## src/rtl/tmds_pkg.sv

```systemverilog
// Shared constants for the DVI TMDS encoder: control tokens, reset token,
// default disparity-counter width and a ones-count helper.
package tmds_pkg;

   localparam int CNT_W_DEF = 5;

   localparam logic [9:0] CTRL_00     = 10'b1101010100;
   localparam logic [9:0] CTRL_01     = 10'b0010101011;
   localparam logic [9:0] CTRL_10     = 10'b0101010100;
   localparam logic [9:0] CTRL_11     = 10'b1010101011;
   localparam logic [9:0] RESET_TOKEN = CTRL_00;

   function automatic logic [3:0] ones8(input logic [7:0] v);
      logic [3:0] n;
      n = '0;
      for (int i = 0; i < 8; i++) begin
         n = n + 4'(v[i]);
      end
      return n;
   endfunction

endpackage

```

## src/rtl/tmds_channel_enc.sv

```systemverilog
// One DVI 8b/10b TMDS channel: stage 1 transition minimisation, stage 2 DC balance.
// TMDS_DISP_MON_EN adds a disp output carrying the registered running disparity.
module tmds_channel_enc
   import tmds_pkg::*;
#(
   parameter int CNT_W = CNT_W_DEF
) (
   input  logic              clk,
   input  logic              rst_n,
   input  logic [7:0]        data,
   input  logic [1:0]        ctrl,
   input  logic              de,
   output logic [9:0]        sym
`ifdef TMDS_DISP_MON_EN
   ,
   output logic signed [CNT_W-1:0] disp
`endif
);

   localparam logic signed [CNT_W-1:0] TWO  = CNT_W'(2);
   localparam logic signed [CNT_W-1:0] ZERO = '0;

   // Streaming datapath: one symbol per clock, no handshake or backpressure.
   logic [3:0] n1_d;
   logic       use_xnor;
   logic [8:0] qm_d;
   logic [8:0] qm_q;
   logic       de_q;
   logic [1:0] ctrl_q;

   always_comb begin
      n1_d     = ones8(data);
      use_xnor = (n1_d > 4'd4) || ((n1_d == 4'd4) && !data[0]);
      qm_d     = '0;
      qm_d[0]  = data[0];
      for (int i = 1; i < 8; i++) begin
         qm_d[i] = use_xnor ? ~(qm_d[i-1] ^ data[i]) : (qm_d[i-1] ^ data[i]);
      end
      qm_d[8] = ~use_xnor;
   end

   always_ff @(posedge clk or negedge rst_n) begin
      if (!rst_n) begin
         qm_q   <= '0;
         de_q   <= 1'b0;
         ctrl_q <= 2'b00;
      end else begin
         qm_q   <= qm_d;
         de_q   <= de;
         ctrl_q <= ctrl;
      end
   end

   logic signed [CNT_W-1:0] cnt_q;
   logic signed [CNT_W-1:0] cnt_d;
   logic signed [CNT_W-1:0] n1_s;
   logic signed [CNT_W-1:0] n0_s;
   logic [3:0]              n1_q;
   logic                    cnt_pos;
   logic                    cnt_neg;
   logic [9:0]              sym_d;

   assign n1_q    = ones8(qm_q[7:0]);
   assign n1_s    = CNT_W'(n1_q);
   assign n0_s    = CNT_W'(4'd8 - n1_q);
   assign cnt_neg = cnt_q[CNT_W-1];
   assign cnt_pos = !cnt_q[CNT_W-1] && (cnt_q != ZERO);

   always_comb begin
      sym_d = RESET_TOKEN;
      cnt_d = ZERO;
      if (!de_q) begin
         // Blanking: control token, disparity restarts from zero.
         case (ctrl_q)
            2'b00: sym_d = CTRL_00;
            2'b01: sym_d = CTRL_01;
            2'b10: sym_d = CTRL_10;
            2'b11: sym_d = CTRL_11;
            default: sym_d = CTRL_00;
         endcase
      end else if ((cnt_q == ZERO) || (n1_q == 4'd4)) begin
         sym_d = {~qm_q[8], qm_q[8], qm_q[8] ? qm_q[7:0] : ~qm_q[7:0]};
         cnt_d = qm_q[8] ? (cnt_q + n1_s - n0_s) : (cnt_q + n0_s - n1_s);
      end else if ((cnt_pos && (n1_q > 4'd4)) || (cnt_neg && (n1_q < 4'd4))) begin
         sym_d = {1'b1, qm_q[8], ~qm_q[7:0]};
         cnt_d = cnt_q + (qm_q[8] ? TWO : ZERO) + n0_s - n1_s;
      end else begin
         sym_d = {1'b0, qm_q[8], qm_q[7:0]};
         cnt_d = cnt_q + n1_s - n0_s - (qm_q[8] ? ZERO : TWO);
      end
   end

   always_ff @(posedge clk or negedge rst_n) begin
      if (!rst_n) begin
         sym   <= RESET_TOKEN;
         cnt_q <= ZERO;
      end else begin
         sym   <= sym_d;
         cnt_q <= cnt_d;
      end
   end

`ifdef TMDS_DISP_MON_EN
   assign disp = cnt_q;
`endif

endmodule

```

## src/rtl/dvi_tmds_encoder.sv

```systemverilog
// Top of the DVI TMDS encoder: sync inversion and control mapping into three channels.
// TMDS_DISP_MON_EN adds DISP_R/G/B running-disparity monitor outputs.
module dvi_tmds_encoder
   import tmds_pkg::*;
#(
   parameter bit HSYNC_INV = 1'b0,
   parameter bit VSYNC_INV = 1'b0,
   parameter int CNT_W     = CNT_W_DEF
) (
   input  logic        CLK,
   input  logic        RST_N,
   input  logic [7:0]  RED,
   input  logic [7:0]  GREEN,
   input  logic [7:0]  BLUE,
   input  logic        HSYNC,
   input  logic        VSYNC,
   input  logic        READY,
   output logic [9:0]  TMDS_R,
   output logic [9:0]  TMDS_G,
   output logic [9:0]  TMDS_B
`ifdef TMDS_DISP_MON_EN
   ,
   output logic signed [CNT_W-1:0] DISP_R,
   output logic signed [CNT_W-1:0] DISP_G,
   output logic signed [CNT_W-1:0] DISP_B
`endif
);

   logic hs;
   logic vs;

   assign hs = HSYNC ^ HSYNC_INV;
   assign vs = VSYNC ^ VSYNC_INV;

   // Only blue carries sync; red and green always send the C=00 token in blanking.
   tmds_channel_enc #(.CNT_W(CNT_W)) u_enc_b (
      .clk   (CLK),
      .rst_n (RST_N),
      .data  (BLUE),
      .ctrl  ({vs, hs}),
      .de    (READY),
      .sym   (TMDS_B)
`ifdef TMDS_DISP_MON_EN
      ,
      .disp  (DISP_B)
`endif
   );

   tmds_channel_enc #(.CNT_W(CNT_W)) u_enc_g (
      .clk   (CLK),
      .rst_n (RST_N),
      .data  (GREEN),
      .ctrl  (2'b00),
      .de    (READY),
      .sym   (TMDS_G)
`ifdef TMDS_DISP_MON_EN
      ,
      .disp  (DISP_G)
`endif
   );

   tmds_channel_enc #(.CNT_W(CNT_W)) u_enc_r (
      .clk   (CLK),
      .rst_n (RST_N),
      .data  (RED),
      .ctrl  (2'b00),
      .de    (READY),
      .sym   (TMDS_R)
`ifdef TMDS_DISP_MON_EN
      ,
      .disp  (DISP_R)
`endif
   );

endmodule

```

## config.mk

```make
export PLATFORM = sky130hd
export DESIGN_NAME = dvi_tmds_encoder
export DESIGN_NICKNAME = d
export VERILOG_FILES = /design/src/rtl/tmds_pkg.sv /design/src/rtl/tmds_channel_enc.sv /design/src/rtl/dvi_tmds_encoder.sv
export SDC_FILE = /design/constraint.sdc
export NUM_CORES = 1
export LEC_CHECK = 0
export BUFFER_PORTS_ARGS = -buffer_cell sky130_fd_sc_hd__buf_2
export CAP_MARGIN = 20
export CORE_MARGIN = 3
export CORE_UTILIZATION = 55
export DETAILED_ROUTE_END_ITERATION = 7
export GPL_ROUTABILITY_DRIVEN = 0
export PLACE_DENSITY_LB_ADDON = 0.08
export SYNTH_ARGS = -nofsm -noshare
export SYNTH_HDL_FRONTEND = slang
export SYNTH_SLANG_ARGS = --single-unit
```

## constraint.sdc

```tcl
create_clock -name CLK -period 6 [get_ports CLK]
set_input_delay 0.6 -clock CLK [delete_from_list [all_inputs] [get_ports CLK]]
set_output_delay 0.6 -clock CLK [all_outputs]
set_load 0.05 [all_outputs]
```

[Yosys cells after proc, flatten, opt, wreduce, memory -nomap -nowiden]
Cells that the tools add are included.
Operators by class
  add/subtract/negate cells: 69
  mux-type cells: 52
  reductions and logical operators: 34
  bitwise operators: 51
  $lt $le $gt $ge: 9
  eq/ne operators: 9
Operators with widths (number)
  4-bit by 1-bit adder with 4-bit output: 36
  10-bit 2-to-1 mux: 9
  5-bit adder: 12
  5-bit 2-to-1 mux: 12
  5-bit subtractor: 12
  10-bit one-hot mux with 4 select lines: 1
  1-bit inverter: 27
  4-bit by 3-bit == test with 1-bit output (second input constant): 6
  4-bit by 3-bit > comparator with 1-bit output (second input constant): 6
  8-bit 2-to-1 mux: 3
  8-bit inverter: 3
  1-bit 2-to-1 mux: 21
  1-bit bitwise XOR: 21
  5-bit logical NOT: 3
  5-bit nonzero test: 3
  4-bit by 4-bit subtractor with 5-bit output (first input constant): 3
  1-bit by 1-bit adder with 2-bit output: 6
  1-bit logical AND: 12
  4-bit by 3-bit less-than comparator with 1-bit output (second input constant): 3
  2-bit 2-to-1 mux: 6
  1-bit logical OR: 9
  1-bit logical NOT: 6
  2-bit == test (second input constant): 2
  2-bit by 1-bit == test with 1-bit output (second input constant): 1
  2-bit logical NOT: 1
Storage, ports and cells
  input port bits: 29
  register bits after elaboration: 75
  logic and storage cells: 235

[Longest topological paths before layout]
  depth after elaboration: 29
  gate-level depth with buffers: 20
  depth with buffers taken out: 19

[Modules after synthesis]
A second synthesis with hierarchy kept.
Second synthesis, totals
  cell total of the unflattened synthesis: 726
  area, all modules: 7058.0 µm²
Modules (own cells, without submodules)
  tmds_channel_enc at u_enc_g: area each 2411.1 µm², cells an instance 241, instances 1, seq. area each 681.9 µm²
  tmds_channel_enc at u_enc_r: area each 2394.8 µm², cells an instance 251, instances 1, seq. area each 681.9 µm²
  tmds_channel_enc at u_enc_b: area each 2248.4 µm², cells an instance 233, instances 1, seq. area each 681.9 µm²
  dvi_tmds_encoder: area each 3.8 µm², cells an instance 1, instances 1, seq. area each 0.0 µm²

[Least setup slack after synthesis]
Ideal clock, no wire load.
  path kind: reg2reg
  start: register u_enc_b.qm_q[0]
  end: register u_enc_b.cnt_q[4]
  slack: 1.210 ns
  stages on the path, launching flop included: 20
  data required time: 5.878 ns
  setup time: 0.122 ns
  data arrival time: 4.668 ns
  path buffers: 0
  cell sequence: dfrtp_1 ha_1 inv_1 fa_1 fa_1 inv_1 fa_1 inv_1 fa_1 nor2b_1 nand2_1 xor2_1 ha_1 inv_1 fa_1 xnor2_1 xnor2_1 xnor2_1 a211oi_1 a32o_1
On the way
  longest elaborated chain between the ends: 13
  elaborated cells between the ends (all ways): 26
Ends and longest elaborated chain
  start, declared: line tmds_channel_enc.sv:27  | logic [8:0] qm_q;
  start signal, assigned: line tmds_channel_enc.sv:48  | qm_q <= qm_d;
  1-bit by 1-bit adder with 2-bit output *: line tmds_pkg.sv:17  | n = n + 4'(v[i]);
  4-bit by 1-bit adder with 4-bit output * (6 in series): line tmds_pkg.sv:17
  5-bit adder, or another cell as far along: line tmds_channel_enc.sv:83, tmds_channel_enc.sv:89
  5-bit subtractor, or another cell as far along: line tmds_channel_enc.sv:83, tmds_channel_enc.sv:89
  5-bit subtractor, or another cell as far along: line tmds_channel_enc.sv:89  | cnt_d = cnt_q + n1_s - n0_s - (qm_q[8] ? ZERO : TWO);
  5-bit 2-to-1 mux (on tied branches): line tmds_channel_enc.sv:84, tmds_channel_enc.sv:83
  5-bit 2-to-1 mux *: line tmds_channel_enc.sv:81  | end else if ((cnt_q == ZERO) || (n1_q == 4'd4)) begin
  5-bit 2-to-1 mux *: line tmds_channel_enc.sv:72  | if (!de_q) begin
  net u_enc_b.cnt_d[4]: line tmds_channel_enc.sv:55  | logic signed [CNT_W-1:0] cnt_d;
  end signal, assigned: line tmds_channel_enc.sv:99  | cnt_q <= cnt_d;
  end, declared: line tmds_channel_enc.sv:54  | logic signed [CNT_W-1:0] cnt_q;
The timed path passes the listed nets; every way through them passes the cells marked *.

[Worst setup path in the final report]
Ends and elaborated chain as after synthesis.

==> out/metrics.yaml <==
route:
  route.vias.total: 4444
  drtAntennaViolNets: 0
  met2_length_mm: 5.96
  dr.max_layer_used: "met4"
  viasPerCell: 5.29
  dr_wl_met3_um: 402
  drt-met1-wl_mm: 5.50
  postRouteWirelength_mm: 12.2
  wl_per_cell_um: 14.5
  drc: 0
  first_pass_iters: 4
  drtIter0Drc: 215
floorplan:
  die_w_um: 112
  die_area_um2: 12600
  rows: 38
  die_h_um: 112
  coreArea_um2: 10900
  top_level_ports: 59
  start_util: 0.570
synth:
  ys_seq_area_frac: 0.304
  synthArstFlopShare: 1.00
  synth_area_um2: 6230
  mappedNetlistNets: 763
  ys_dominant_reg_cell: "dfrtp_1"
  avgSynthCellArea_um2: 9.78
  postSynthCellCount: 637
  synth_edf_count: 0
  synth_cell_types: 61
  synth_warnings: 0
  yosys_register_bits: 75
critical_path:
  path_max_fanout: 5
  r2r-start: "u_enc_b.qm_q[0]"
  startpoint: "u_enc_b.qm_q[0]"
  critPathLaunchType: "register"
  end_kind: "register"
  crit_arrival_ps: 5380
  path_class: "reg -> reg"
  crit_required_ps: 6270
placed_design:
  io_buffers: 58
  place_hpwl_mm: 9.66
sta:
  slew_headroom: 0.252
  hold_viol_final: 0
  rsz0062_at_grt: "no"
  setup_violations: 0
  max_clock_freq_mhz: 196
  period_share: 0.852
  whs_ps: 375
  worst_clock_skew_ps: 5.21
  worst_slew_pin_slew_ps: 1120
  setup_tns_ps: 0
  min_period_ps: 5110
  report.final.slew_viol_count: 0
layout:
  drive_gt1_frac: 0.166
  syn_to_final_growth_pct: 12.1
  nets: 821
  antennaDiodeCount: 0
clock_tree:
  postCtsSetupBuffers: 0
  cts_tree: "built"
  cts_buffer_depth: 2
  cts.sinks: 75
  clk_latency_ps: 330
  hold_buffers: 0
  cts_max_level: 3
  cts_root_buffer: "clkbuf_16"
  cts_inserted_buffers: 9
  clk_pin_slew_ps: 60
  post_cts_resized: 0
worst_hold_path:
  hp-class: "in -> reg"
  hold_path.startpoint: "READY"
grt:
  grt_pass1_wl_mm: 21.0
  antenna_found_initial: 0
  grt_max_degree: 76
  overflow: 0
  track_usage: 0.203
  grt_pass1_vias: 4606
run:
  maxCapViolCount: 0
status:
  status: "completed"
## worst max-delay path, cell delays in order (launching register included)
cell	delay, ps
dfrtp_1	390
ha_1	280
inv_1	50
fa_1	500
fa_1	550
inv_1	60
fa_1	480
inv_1	100
fa_1	260
xor2_1	340
nand2_1	160
xor2_1	200
ha_1	320
inv_1	80
fa_1	430
xnor2_1	140
xnor2_1	180
xnor2_1	80
a211oi_1	280
a32o_1	160
## cells in the mapped netlist (4+ instances only)
cell type,n,share of area
a211oi_1,9,0.011
a21o_1,12,0.014
a21oi_1,28,0.022
buf_2,4,0.0032
buf_4,4,0.0048
clkbuf_1,6,0.0036
dfrtp_1,60,0.24
dfstp_2,15,0.063
fa_1,30,0.096
ha_1,67,0.13
inv_1,105,0.063
mux2_2,4,0.0072
mux2i_1,4,0.0064
nand2_1,32,0.019
nand2b_1,5,0.0050
nand3_1,6,0.0048
nor2_1,42,0.025
nor2b_1,6,0.0060
nor3_1,7,0.0056
nor3b_1,4,0.0048
o211ai_1,5,0.0060
o21ai_0,18,0.014
o21ai_1,4,0.0032
o31ai_1,4,0.0048
o32ai_1,4,0.0056
xnor2_1,74,0.10
xor2_1,25,0.035
## cell families after synthesis
logic type,synth area share
buf+inv,0.0779
xor+xnor,0.147
flops,0.304
mux,0.0161
simple gates,0.0886
fa+ha+maj,0.231
compound gates,0.135
## per-stage QoR
step           area (um2)  setup slack (ps)  cells   util
4_1_cts              6980               877    840  0.639
6_report             6980               888    840  0.639
2_1_floorplan        6230              1210    637      -
3_3_place_gp         6650              1050    824  0.608
3_5_place_dp         6650               898    824  0.608
5_1_grt              6980               601    840  0.639
## worst paths after layout
check | endpoint | slack (ps) | cells past startpoint
max | u_enc_b.cnt_q[4] | 890 | 19
min | u_enc_b.de_q | 370 | 1
max reg2reg | u_enc_b.cnt_q[4] | 890 | 19
min reg2reg | u_enc_g.sym[2] | 520 | 2
max in group asynchronous | u_enc_b.qm_q[8] | 4990 | 1
min in group asynchronous | u_enc_g.cnt_q[4] | 400 | 1
## layer usage
metal | track usage | up-vias
li1 | - | 2200
met1 | 0.261 | 2148
met2 | 0.343 | 73
met3 | 0.0350 | 23
met4 | 0.0769 | 0
met5 | 0 | -
## area by class of cell
cell class              count  area [um2]
fillers                   918        3950
multi-input cells         440        3850
flip-flops and latches     75        1900
inverters                 106         398
repair buffers             63         330
clock buffers              11         233
well taps                 140         175
clock inverters             5         103
## state kept, by name (all words and copies together) (netlist names)
signal	cells
u_enc_r.cnt_q	5
u_enc_r.sym	10
u_enc_b.ctrl_q	2
u_enc_b.cnt_q	5
u_enc_b.sym	10
u_enc_r.qm_q	9
u_enc_g.cnt_q	5
u_enc_b.qm_q	9
u_enc_g.sym	10
u_enc_g.qm_q	9
u_enc_b.de_q	1
## placed cells by master (no fill, tap or decap), types with 3 or more instances in the layout
master	n
a21oi_1	28
o211ai_1	5
fa_1	30
mux2i_1	4
buf_4	6
ha_1	67
nor2_1	42
dfstp_2	15
clkbuf_16	9
o31ai_1	4
a21o_1	12
xnor2_1	74
nor3_1	7
xor2_1	25
nor3b_1	4
o32ai_1	4
bufinv_16	3
o21ai_1	4
xnor2_2	3
a31oi_1	3
o21ai_0	18
nand2b_1	5
nor2b_1	6
buf_2	57
mux2_2	4
inv_1	105
nand2_1	32
nand3_1	6
dfrtp_1	60
o21ai_2	3
a211oi_1	9
Power is left out: the tool's default activity adds up to more than one toggle a clock period on the data nets, which glitch-free logic cannot reach.
